===== src/rtl/booth_pkg.sv =====
// Shared types and constants for the radix-4 Booth multiplier controller.
// Booth operations are encoded as {nz, sub, x2} so the encoder output maps directly onto ALU controls.
package booth_pkg;

    localparam int DEFAULT_WIDTH = 8;

    typedef enum logic [2:0] {
        IDLE,
        INIT,
        DECODE,
        ADD,
        SHIFT,
        DONE
    } state_t;

    typedef struct packed {
        logic nz;
        logic sub;
        logic x2;
    } booth_op_t;

    localparam booth_op_t ZERO = 3'b000;
    localparam booth_op_t PM   = 3'b100;
    localparam booth_op_t P2M  = 3'b101;
    localparam booth_op_t M2M  = 3'b111;
    localparam booth_op_t MM   = 3'b110;

    // Radix-4 digit for the triplet {Q[1], Q[0], q-1} is -2*Q[1] + Q[0] + q-1.
    function automatic booth_op_t booth_decode(input logic [2:0] code);
        booth_op_t op;
        case (code)
            3'b001, 3'b010: op = PM;
            3'b011:         op = P2M;
            3'b100:         op = M2M;
            3'b101, 3'b110: op = MM;
            default:        op = ZERO;
        endcase
        return op;
    endfunction

endpackage


===== src/rtl/booth_r4_encoder.sv =====
// Combinational radix-4 Booth recoder: 3-bit multiplier window to {nz, sub, x2}.
module booth_r4_encoder
    import booth_pkg::*;
(
    input  logic [2:0] q_bits,
    output logic       nz,
    output logic       sub,
    output logic       x2
);

    booth_op_t op;

    always_comb begin
        op = booth_decode(q_bits);
    end

    assign nz  = op.nz;
    assign sub = op.sub;
    assign x2  = op.x2;

endmodule


===== src/rtl/booth_r4_controller.sv =====
// Moore FSM sequencing a radix-4 Booth multiplier datapath: load, per-iteration
// decode / optional add / 2-bit shift, then a one-cycle done pulse.
module booth_r4_controller
    import booth_pkg::*;
#(
    parameter int WIDTH = DEFAULT_WIDTH
) (
    input  logic       clk,
    input  logic       clr,
    input  logic       start,
    input  logic [2:0] q_bits,
    output logic       ld_m,
    output logic       ld_q,
    output logic       clr_a,
    output logic       clr_qm1,
    output logic       ld_a,
    output logic       alu_sub,
    output logic       alu_x2,
    output logic       shift,
    output logic       busy,
    output logic       done
);

    localparam int ITER = WIDTH / 2;
    localparam int CW   = $clog2(ITER);
    localparam logic [CW-1:0] LAST_ITER = CW'(ITER - 1);

    state_t          state_reg, state_next;
    logic [CW-1:0]   count_reg, count_next;
    logic [2:0]      booth_code_reg, booth_code_next;

    logic [2:0]      enc_in;
    logic            enc_nz;
    logic            enc_sub;
    logic            enc_x2;

    // One recoder serves both decisions: the live window during DECODE (for the
    // add/skip branch) and the latched code afterwards (for the ALU controls).
    assign enc_in = (state_reg == DECODE) ? q_bits : booth_code_reg;

    booth_r4_encoder u_encoder (
        .q_bits (enc_in),
        .nz     (enc_nz),
        .sub    (enc_sub),
        .x2     (enc_x2)
    );

    always_ff @(posedge clk) begin
        if (clr) begin
            state_reg      <= IDLE;
            count_reg      <= '0;
            booth_code_reg <= 3'b000;
        end else begin
            state_reg      <= state_next;
            count_reg      <= count_next;
            booth_code_reg <= booth_code_next;
        end
    end

    always_comb begin
        state_next      = state_reg;
        count_next      = count_reg;
        booth_code_next = booth_code_reg;
        case (state_reg)
            IDLE: begin
                if (start) begin
                    state_next = INIT;
                end
            end
            INIT: begin
                count_next = '0;
                state_next = DECODE;
            end
            DECODE: begin
                booth_code_next = q_bits;
                state_next      = enc_nz ? ADD : SHIFT;
            end
            ADD: begin
                state_next = SHIFT;
            end
            SHIFT: begin
                if (count_reg == LAST_ITER) begin
                    state_next = DONE;
                end else begin
                    count_next = count_reg + CW'(1);
                    state_next = DECODE;
                end
            end
            DONE: begin
                state_next = IDLE;
            end
            default: begin
                state_next = IDLE;
            end
        endcase
    end

    always_comb begin
        ld_m    = 1'b0;
        ld_q    = 1'b0;
        clr_a   = 1'b0;
        clr_qm1 = 1'b0;
        ld_a    = 1'b0;
        alu_sub = 1'b0;
        alu_x2  = 1'b0;
        shift   = 1'b0;
        done    = 1'b0;
        busy    = (state_reg != IDLE);
        case (state_reg)
            INIT: begin
                ld_m    = 1'b1;
                ld_q    = 1'b1;
                clr_a   = 1'b1;
                clr_qm1 = 1'b1;
            end
            ADD: begin
                ld_a    = 1'b1;
                alu_sub = enc_sub;
                alu_x2  = enc_x2;
            end
            SHIFT: begin
                shift = 1'b1;
            end
            DONE: begin
                done = 1'b1;
            end
            default: begin
            end
        endcase
    end

endmodule


===== config.mk =====
export PLATFORM = sky130hd
export DESIGN_NAME = booth_r4_controller
export DESIGN_NICKNAME = d
export VERILOG_FILES = /design/src/rtl/booth_pkg.sv /design/src/rtl/booth_r4_encoder.sv /design/src/rtl/booth_r4_controller.sv
export SDC_FILE = /design/constraint.sdc
export NUM_CORES = 1
export LEC_CHECK = 0
export ABC_CLOCK_PERIOD_IN_PS = 4800
export CELL_PAD_IN_SITES_DETAIL_PLACEMENT = 1
export CELL_PAD_IN_SITES_GLOBAL_PLACEMENT = 1
export CORE_MARGIN = 8
export CORE_UTILIZATION = 30
export DETAILED_ROUTE_END_ITERATION = 12
export PLACE_DENSITY = 0.76
export SLEW_MARGIN = 30
export SYNTH_ARGS = -nofsm -noshare
export SYNTH_HDL_FRONTEND = slang
export SYNTH_HIERARCHICAL = 1
export SYNTH_SLANG_ARGS = --single-unit

===== constraint.sdc =====
create_clock -name clk -period 4.8 [get_ports clk]
set_clock_uncertainty 0.2 [all_clocks]
set_input_delay 0.48 -clock clk [delete_from_list [all_inputs] [get_ports clk]]
set_output_delay 0.48 -clock clk [all_outputs]
set_load 0.03 [all_outputs]

# Word level (Yosys, flattened, before mapping)
# Index checks and enable logic that the tools add are counted.
# word_totals
regBits	8
latchBits	0
mem_bits_rw	0
rom_bits	0
input_bits	6
output_inout_bits	10
mem_count	0
# op_classes
n_addsub	1
n_mul	0
n_div	0
magnitude_cmp	0
n_eq_ne	14
n_shift	0
mux	14
bitwise_logic	0
n_reduce_logical	6
# op_table
operator	count
$eq A3 B3 Y1 const B	5
$pmux W3 S5	1
$eq A3 B2 Y1 const B	4
$mux W3	4
$pmux W3 S4	1
$eq A3 B1 Y1 const B	2
$mux W1	6
$ne A2 B2 Y1 const B	2
$pmux W2 S2	1
$reduce_or A2 Y1	2
$logic_not A3 Y1	1
$reduce_bool A3 Y1	1
$add A2 B1 Y2 const B	1
$eq A2 B2 Y1 const B	1
$mux W2	1
$reduce_and A2 Y1	1
$reduce_bool A2 Y1	1

# Longest topological paths before layout
# Gate-level depths: netlist of the first run.
# logic_depth
ltp_word	7
depth_mapped	8
ltp_nobuf	7

# Cells and area by module
# The synthesis of the first run kept the hierarchy.
# by_module_without_submodules
module	n_inst	cells_per_inst	area_per_inst_um2	seq_area_each_um2
booth_r4_controller	1	49	451.7	160.2
booth_r4_encoder	1	7	41.3	0.0

# Least setup slack after synthesis of the first run
# No wires, ideal clock.
# synth_path
path_type	flip-flop to output port
startpoint	register state_reg[2]
endpoint	output port alu_x2
arrival_time_ps	1853
slack_ps	2267
path_stages_with_launch	7
n_path_buf	1
cell_sequence	dfxtp_1 > clkbuf_1 > nor3b_2 > mux2_2 > or3b_1 > o21ai_0 > and3_1
# synth_via
elab_chain_len	6
word_cells_on_any_way	13
# synth_rtl
item	line_no	rtl
start, declared	booth_r4_controller.sv:28	state_t state_reg, state_next;
start signal, assigned	booth_r4_controller.sv:54	state_reg <= state_next;
$eq A3 B2 Y1 (*)	booth_r4_controller.sv:39	assign enc_in = (state_reg == DECODE) ? q_bits : booth_code_reg;
$mux W3 (*)	-	
$eq A3 B3 Y1 (tied with other cells)	booth_pkg.sv:31	case (code)
$reduce_or A2 Y1	booth_pkg.sv:31	
$pmux W3 S4 (*)	booth_pkg.sv:31	
named net enc_x2	booth_r4_controller.sv:35	logic enc_x2;
$mux W1 (*)	booth_r4_controller.sv:109	case (state_reg)
end, declared	booth_r4_controller.sv:18	output logic alu_x2,
# Mark *: on every way through the listed nets, which the timed path passes. The rest lies on a longest branch.

# Worst setup path in the final report of the first run
# layout_path
startpoint	register state_reg[1]
endpoint	output port alu_x2
# The elaborated chain is that of the path after synthesis.

==> metrics.txt, run 1 <==
status completed; PortBufs 15; Clk pwr share 0.247; distinct cell type count after synthesis 30; total gr overflow 0; Gate power share 0.357; compound-gate portion of the synthesized area 0.0939; Synth-to-Final Area Change 33.0%; sequential fraction of the synthesis area 0.325; Main synth FF type dfxtp_1; Die ar. ~3200 um^2; Worst-Margin Slew ~0.40 ns; most frequent cells in the layout clkdlybuf4s50_1, dfxtp_1, nor2b_1; # H-tree levels 1; Post-route DRC 0; pwr dens between 300 and 400 nW/um^2; DR WL/cell about 14 um; Die X between 50 and 60 um; reg2reg setup slack roughly 2.6 ns; fin util 0.430; Tot Pwr around 0.20 mW; Clock transition at path regs ~0.05 ns; Antenna Nets Post-Route 0; syn avg cell area between 8 and 9 um^2; Adder-Cell Fraction of Synth Area 0.0254; Longest Clk Path Bufs 2; fillcell total roughly 180; Net Sw Frac 0.336; crit path max fanout 10; CTS tree yes; setup TNS 0 ns; io pins 16; DRT Pass-1 Iters 4; Yosys reg bits 8; Crit Path Class reg -> out; CP Capture Type primary output; clock sinks 8; simple-gate share of the synthesized area 0.411; # hold bufs at CTS 0; DRT iter0 DRCs 2; vias in the first global route around 470; n_diodes 0; Tcrit/Tclk final 0.705; most common cell after layout, fill and taps aside clkdlybuf4s50_1; CTS resizes 0; crit path DAT 2.70 ns; worst skew pair latency between 0.2 and 0.3 ns; min Tclk post-route ~3.4 ns; worst IR drop on VDD roughly 0.00011 V; Static Leak approximately 0.26 nW; via count 442; Initial Util 0.323; initial antenna violation count 0; Worst EP required just over 4 ns; root buffer cell clkbuf_4; fin nets 78; total track usage 0.0777; Async S/R FF share, synth 0; xor-xnor portion of the synthesized cell area 0; CORE AREA around 1500 um^2; Rows 14; first-pass GRT wire length 2040 um; Final setup viols 0; count of pins over their slew limit 0; RSZ-0062 raised after global routing false; final setup margin 1.42 ns; Syn Inst Count 56; DP Wirelength 933 um; worst hold path class reg -> reg; post-synthesis net count 63; detailed-route vias per instance approximately 5.2; yosys warns 6; Rel. slew slack 0.736; combinational family with the most area after synthesis simple AND/OR/NAND/NOR gates; placer congestion estimate 0.635; # Post-CTS Setup Buffers 0; layout cells sized above 1 0.188; Post-synth EDFFs 0; Post-Syn Area between 400 and 500 um^2; largest net degree at the start of global routing 15; CTS buffer count 3; Max-Cap Viols 0; Die H about 57 um; internal power component around 0.13 mW; Highest Clock Rate slightly below 300 MHz; switching pwr 0.0667 mW; pre-CTS setup slack 1.65 ns; CP Launch Type flop; Sequential Power Share 0.395; final hold viol count 0; proportion of synthesized area in mux cells 0.0685; DRT Wirelength between 1000 and 1500 um
[power by group through the flow]
stage | combinational [mW] | sequential [mW] | clock (mW)
finish | 0.0709 | 0.0786 | 0.0492
floorplan | 0.0540 | 0.0752 | 0
global route | 0.0764 | 0.0804 | 0.0557
global placement | 0.0701 | 0.0799 | 0
detailed placement | 0.0719 | 0.0801 | 0
CTS | 0.0720 | 0.0787 | 0.0535
[synthesized netlist by cell type (all sizes together), types with 2 or more instances]
library cell | number | area, um^2
nand2 | 2 | 7.51
nand3b | 3 | 22.5
or3b | 2 | 17.5
nor2b | 5 | 31.3
nand3 | 2 | 10.0
mux2 | 3 | 33.8
inv | 2 | 7.51
a21oi | 3 | 18.8
and2 | 2 | 13.8
o21ai | 3 | 15.0
nor3b | 3 | 27.5
clkbuf | 2 | 7.51
buf | 3 | 22.5
and3 | 3 | 20.0
dfxtp | 8 | 160
[path summary, 6_finish.rpt]
| check | start | endpoint | depth (start not counted) |
|---|---|---|---|
| worst min register to register | count_reg[1] | count_reg[1] | 2 |
| worst min-delay path | count_reg[1] | count_reg[1] | 2 |
| worst max-delay path | state_reg[1] | alu_x2 | 6 |
| worst max register to register | state_reg[1] | state_reg[0] | 7 |
[per-layer routing]
layer	global-route usage	wire (um)
met3	0.0494	82
met5	0	0
met4	0.0206	0
met2	0.129	576
met1	0.0790	519
[kinds of logic (layout without fill, tap and decap cells)]
logic type,count (synthesis),in the layout
AO/OA/AOI/OAI,8,8
multiplexers,3,3
buffers and inverters,7,20
AND/OR/NAND/NOR,29,29
adder cells (fa/ha/maj),1,1
flip-flops,8,8
[final cells by class]
type | instances | area, um^2 | area share
Tap cell | 16 | 20.0 | 0.0305
Sequential cell | 8 | 160 | 0.244
Timing Repair Buffer | 15 | 150 | 0.229
Clock buffer | 3 | 22.5 | 0.0344
Inverter | 2 | 7.51 | 0.0115
Multi-Input combinational cell | 41 | 295 | 0.450
[worst max-delay path, cell delays in order, from the launching register on]
cell and delay [ns]:
dfxtp_1 0.46, nor3b_2 0.32, mux2_2 0.41, or3b_1 0.37, o21ai_0 0.08, and3_1 0.16, clkdlybuf4s50_1 0.66
[stage by stage]
step | instance area [um^2] | hold WS [ns] | cells
5_1_grt | 656 | 0.308 | 85
4_1_cts | 656 | 0.275 | 85
6_report | 656 | 0.276 | 85
3_5_place_dp | 633 | 0.267 | 82
2_1_floorplan | 493 | 0.245 | 56
3_3_place_gp | 633 | 0.264 | 82
Note: power is estimated with default switching activity, not from simulation.
==> run 2: changes to the inputs <==
--- a/config.mk
+++ b/config.mk
@@ -5,13 +5,13 @@
 export SDC_FILE = /design/constraint.sdc
 export NUM_CORES = 1
 export LEC_CHECK = 0
-export ABC_CLOCK_PERIOD_IN_PS = 4800
+export ABC_CLOCK_PERIOD_IN_PS = 3060
 export CELL_PAD_IN_SITES_DETAIL_PLACEMENT = 1
 export CELL_PAD_IN_SITES_GLOBAL_PLACEMENT = 1
 export CORE_MARGIN = 8
-export CORE_UTILIZATION = 30
+export CORE_UTILIZATION = 28
 export DETAILED_ROUTE_END_ITERATION = 12
-export PLACE_DENSITY = 0.76
+export PLACE_DENSITY = 0.75
 export SLEW_MARGIN = 30
 export SYNTH_ARGS = -nofsm -noshare
 export SYNTH_HDL_FRONTEND = slang
==> constraint.sdc (replaced) <==
create_clock -name clk -period 3.06 [get_ports clk]
set_clock_uncertainty 0.2 [all_clocks]
set_input_delay 0.306 -clock clk [delete_from_list [all_inputs] [get_ports clk]]
set_output_delay 0.306 -clock clk [all_outputs]
set_load 0.03 [all_outputs]
==> run 2 against run 1 <==
Against the previous run: via count is 0.90% higher; hold slack improved by 0.0062 ns; non-clock buffer count up 2; routed wire length is 5.1% higher; sequential power up 46%; combinational power is 76% higher; global-route usage is 0.96 points higher; clock power is 66% higher; die area increased by 5.1%; largest cell class unchanged; flip-flop and latch count unchanged; setup slack got worse by 1.3 ns.
==> metrics.txt, run 2 (synthesis gave the netlist of run 1 again) <==
worst IR drop on VDD 0.000216 V; Crit Path Class reg -> out; Slowest-stage cell, CP mux2_2; placer congestion estimate 0.757; RSZ-0062 raised after global routing false; DRT Wirelength between 1000 and 1500 um; root buffer cell clkbuf_4; via count roughly 450; Rows 15; # hold bufs at CTS 0; Synth-to-Final Area Change 36.5%; Rel. slew slack 0.765; Initial Util 0.292; total track usage 0.0873; fin nets 80; fin util 0.399; largest net degree at the start of global routing 14; CP Capture Type primary output; CTS tree yes; setup TNS 0 ns; PortBufs 15; Placement Cell Area ~650 um^2; CTS buffer count 3; total gr overflow 0; # H-tree levels 1; Tcrit/Tclk final 0.956; cell family with most CP delay simple AND/OR/NAND/NOR gates; Max-Cap Viols 0; # Post-CTS Setup Buffers 0; final hold viol count 0; crit path DAT around 2.4 ns; min Tclk post-route about 2.9 ns; DP Wirelength about 940 um; Worst-Margin Slew roughly 0.35 ns; layout cells sized above 1 0.211; Antenna Nets Post-Route 0; Worst EP required 2.55 ns; CTS resizes 1; clock sinks 8; DRT iter0 DRCs 6; Clock transition at path regs 0.06 ns; CP Cell Sequence nor3b_2 > mux2_2 > or3b_1 > o21ai_0 > and3_1 > dlygate4sd2_1; Post-route DRC 0; DRT Pass-1 Iters 2; Die X about 58 um; worst hold path class reg -> reg; Die H between 50 and 60 um; n_diodes 0; tightest hold margin between 0.2 and 0.3 ns; first-pass GRT wire length about 2200 um; initial antenna violation count 0; most frequent cells in the layout clkdlybuf4s50_1, dfxtp_1, nor2b_1; DR WL/cell about 14 um; detailed-route vias per instance approximately 5.1; design area between 600 and 700 um^2; Worst path max stage delay 0.41 ns; status completed; CORE AREA ~1700 um^2; Longest Clk Path Bufs 2; vias in the first global route between 400 and 500; count of pins over their slew limit 0; most common cell after layout, fill and taps aside clkdlybuf4s50_1; Static Leak ~0.29 nW; Die ar. 3360 um^2; io pins 16; CP Launch Type flop; worst skew pair latency approximately 0.25 ns; crit path max fanout 11; pwr dens about 480 nW/um^2; Final setup viols 0; Buf+Inv Stages, Crit Path 1; Highest Clock Rate ~340 MHz
run 2: per-layer routing:
layer,routed length (um),global-route usage
met5,0,0
met4,14,0.0524
met3,71,0.0309
met2,566,0.127
met1,586,0.107
run 2: metrics by stage:
step | total power [mW] | setup slack [ns] | std cells
floorplan | 0.203 | 0.701 | 56
global placement | 0.242 | 0.226 | 85
detailed placement | 0.243 | 0.146 | 85
CTS | 0.328 | 0.0938 | 88
global route | 0.345 | 0.00308 | 88
finish | 0.322 | 0.135 | 88
run 2: power by group:
group	internal [mW]	leakage (nW)	switching (mW)
registers	0.111	0.0649	0.00454
clock network	0.0449	0.0138	0.0366
logic	0.0557	0.215	0.0696
total	0.212	0.294	0.111
run 2: area by class of cell:
class / count / area [um^2]
sequential: 8 / 160
inverter: 2 / 7.51
fill: 200 / 1020
multi-input combinational: 41 / 295
tap: 17 / 21.3
timing repair buffer: 17 / 166
clock buffer: 3 / 22.5
run 2: worst paths after layout:
| path | start | end | slack (ns) | cells past startpoint |
|---|---|---|---|---|
| max | state_reg[2] | alu_x2 | 0.13 | 6 |
| min | count_reg[1] | count_reg[1] | 0.28 | 2 |
| max reg2reg | state_reg[2] | state_reg[0] | 0.87 | 7 |
| min reg2reg | count_reg[1] | count_reg[1] | 0.28 | 2 |
run 2: worst min-delay path: stages, from the launching register on:
cell	delay, ns
dfxtp_1	0.31
nand3_1	0.06
a21oi_1	0.06
==> edit, RTL diff (config.mk and constraints of run 1) <==
Add an input register stage for `clr`, `start` and `q_bits`, without a reset; this delays them by one clock.
--- a/src/rtl/booth_r4_controller.sv
+++ b/src/rtl/booth_r4_controller.sv
@@ -27,2 +27,12 @@
 
+    logic clr_q;
+    logic start_q;
+    logic [2:0] q_bits_q;
+
+    always_ff @(posedge clk) begin
+        clr_q    <= clr;
+        start_q  <= start;
+        q_bits_q <= q_bits;
+    end
+
     state_t          state_reg, state_next;
@@ -38,3 +48,3 @@
     // add/skip branch) and the latched code afterwards (for the ALU controls).
-    assign enc_in = (state_reg == DECODE) ? q_bits : booth_code_reg;
+    assign enc_in = (state_reg == DECODE) ? q_bits_q : booth_code_reg;
 
@@ -48,3 +58,3 @@
     always_ff @(posedge clk) begin
-        if (clr) begin
+        if (clr_q) begin
             state_reg      <= IDLE;
@@ -65,3 +75,3 @@
             IDLE: begin
-                if (start) begin
+                if (start_q) begin
                     state_next = INIT;
@@ -74,3 +84,3 @@
             DECODE: begin
-                booth_code_next = q_bits;
+                booth_code_next = q_bits_q;
                 state_next      = enc_nz ? ADD : SHIFT;
Function: changed (a bounded check fails within 4 cycles, from zero or initial values).
==> edit against run 1 <==
Critical path depth unchanged; worst setup slack worse by 0.17 ns; routed wire length rose by 15%; first-iteration DRC count grew 50%; worst hold slack gained 0.052 ns; power grew 33%; synthesized area is 33% higher; core utilization down 4.8 points; sequential cell count increased by 5; die area is 23% higher; design area rose by 25%.
==> edit: results (changes against run 1) <==
status finished, final reports clean; Lkg Pwr 0.323 nW (+24%); 1st-iter DRT viols 3 (+1); WL final 1.36 mm (+15%); largest net degree at the start of global routing 17 (+2); Async S/R FF share, synth 0% (unchanged); CP Data Arrival Time 2.87 ns (+0.17 ns); met3 Track Usage GR 2.87% (-2.1 points); Net Sw Frac 31.7% (-1.9 points); clk_lat worst skew 0.27 ns (+0.02 ns); vias in the first global route 481 (+1.9%); grt met2 use 10.3% (-2.5 points); fillers 251 (+41%); syn nets 74 (+17%); most frequent cells after synthesis 13 x dfxtp_1, 4 x a21oi_1, 4 x buf_4, 4 x nand2b_1; first-pass GRT wire length 2.30 mm (+12%); Nets 88 (+13%); drt first pass iters 3 (-1); max_slew headroom 66.5% (-7.1 points); Register-to-Register Setup Slack 2.39 ns (-0.20 ns); GP Congestion 0.691 (+8.8%); distinct cell type count after synthesis 32 (+6.7%); layout cell share with drive strength beyond 1 13.8% (-5.1 points); vias after detailed routing 506 (+14%); peak supply drop 0.134 mV (+18%); Post-synth top flop dfxtp_1; Synth area leaders dfxtp_1 40%, mux2_2 5.2%, buf_4 4.6%; DP Cell Count 104 (+27%); grt met1 use 8.34% (+0.44 points)
## edit: changes by cell type after synthesis, sizes merged, moves of 3 or more
cell and change:
and2b +3, dfxtp +5, nor2b -4, buf +3
nand2b +4
## edit: cells by family after synthesis
| family | Yosys count | synth area share (%) |
|---|---|---|
| adders and majority gates | 1 | 1.91 |
| muxes | 3 | 5.15 |
| DFF | 13 | 39.7 |
| buffers and inverters | 8 | 8.21 |
| AOI/OAI and AO/OA | 13 | 12.4 |
| and+or+nand+nor | 29 | 32.6 |
## edit: worst min path at each step
stage / start / end / slack (ns) / cells past startpoint
floorplan: count_reg[1] / count_reg[1] / 0.28 / 2
global placement: count_reg[1] / count_reg[1] / 0.30 / 2
detailed placement: count_reg[1] / count_reg[1] / 0.31 / 2
CTS: count_reg[1] / count_reg[1] / 0.33 / 2
global route: count_reg[1] / count_reg[1] / 0.35 / 2
finish: count_reg[1] / count_reg[1] / 0.33 / 2
## edit: layout make-up
| type | instances | share of cell area [%] |
|---|---|---|
| clock buffer | 4 | 3.20 |
| sequential | 13 | 31.7 |
| timing repair buffer | 15 | 18.3 |
| tap | 28 | 4.27 |
| multi-input combinational | 46 | 41.6 |
| inverter | 2 | 0.915 |
## edit: through the flow
stage	instance area, sq um	worst slack [ns]	util [%]
floorplan	656	2.37	-
global placement	795	1.64	37.0
detailed placement	795	1.54	37.0
CTS	821	1.22	38.2
global route	821	1.07	38.2
finish	821	1.25	38.2
## edit: per-layer routing
metal / up-vias / wire (um)
met4: 0 / 36
li1: 260 / -
met2: 14 / 603
met5: - / 0
met3: 4 / 74
met1: 228 / 640
## edit: power by group through the flow
stage | Combinational (mW) | Clock (mW) | Sequential [mW]
detailed placement | 0.0728 | 0 | 0.129
global route | 0.0771 | 0.0755 | 0.129
CTS | 0.0733 | 0.0700 | 0.126
floorplan | 0.0596 | 0 | 0.121
finish | 0.0719 | 0.0662 | 0.126
global placement | 0.0711 | 0 | 0.128
## edit: worst reg2reg max path: cells and delay by family (launching register included)
kind | cells | cell delay [ns]
buffers and inverters | 1 | 0.07
AND/OR/NAND/NOR | 3 | 0.70
AO/OA/AOI/OAI | 2 | 0.38
multiplexers | 1 | 0.41
flip-flops | 1 | 0.59
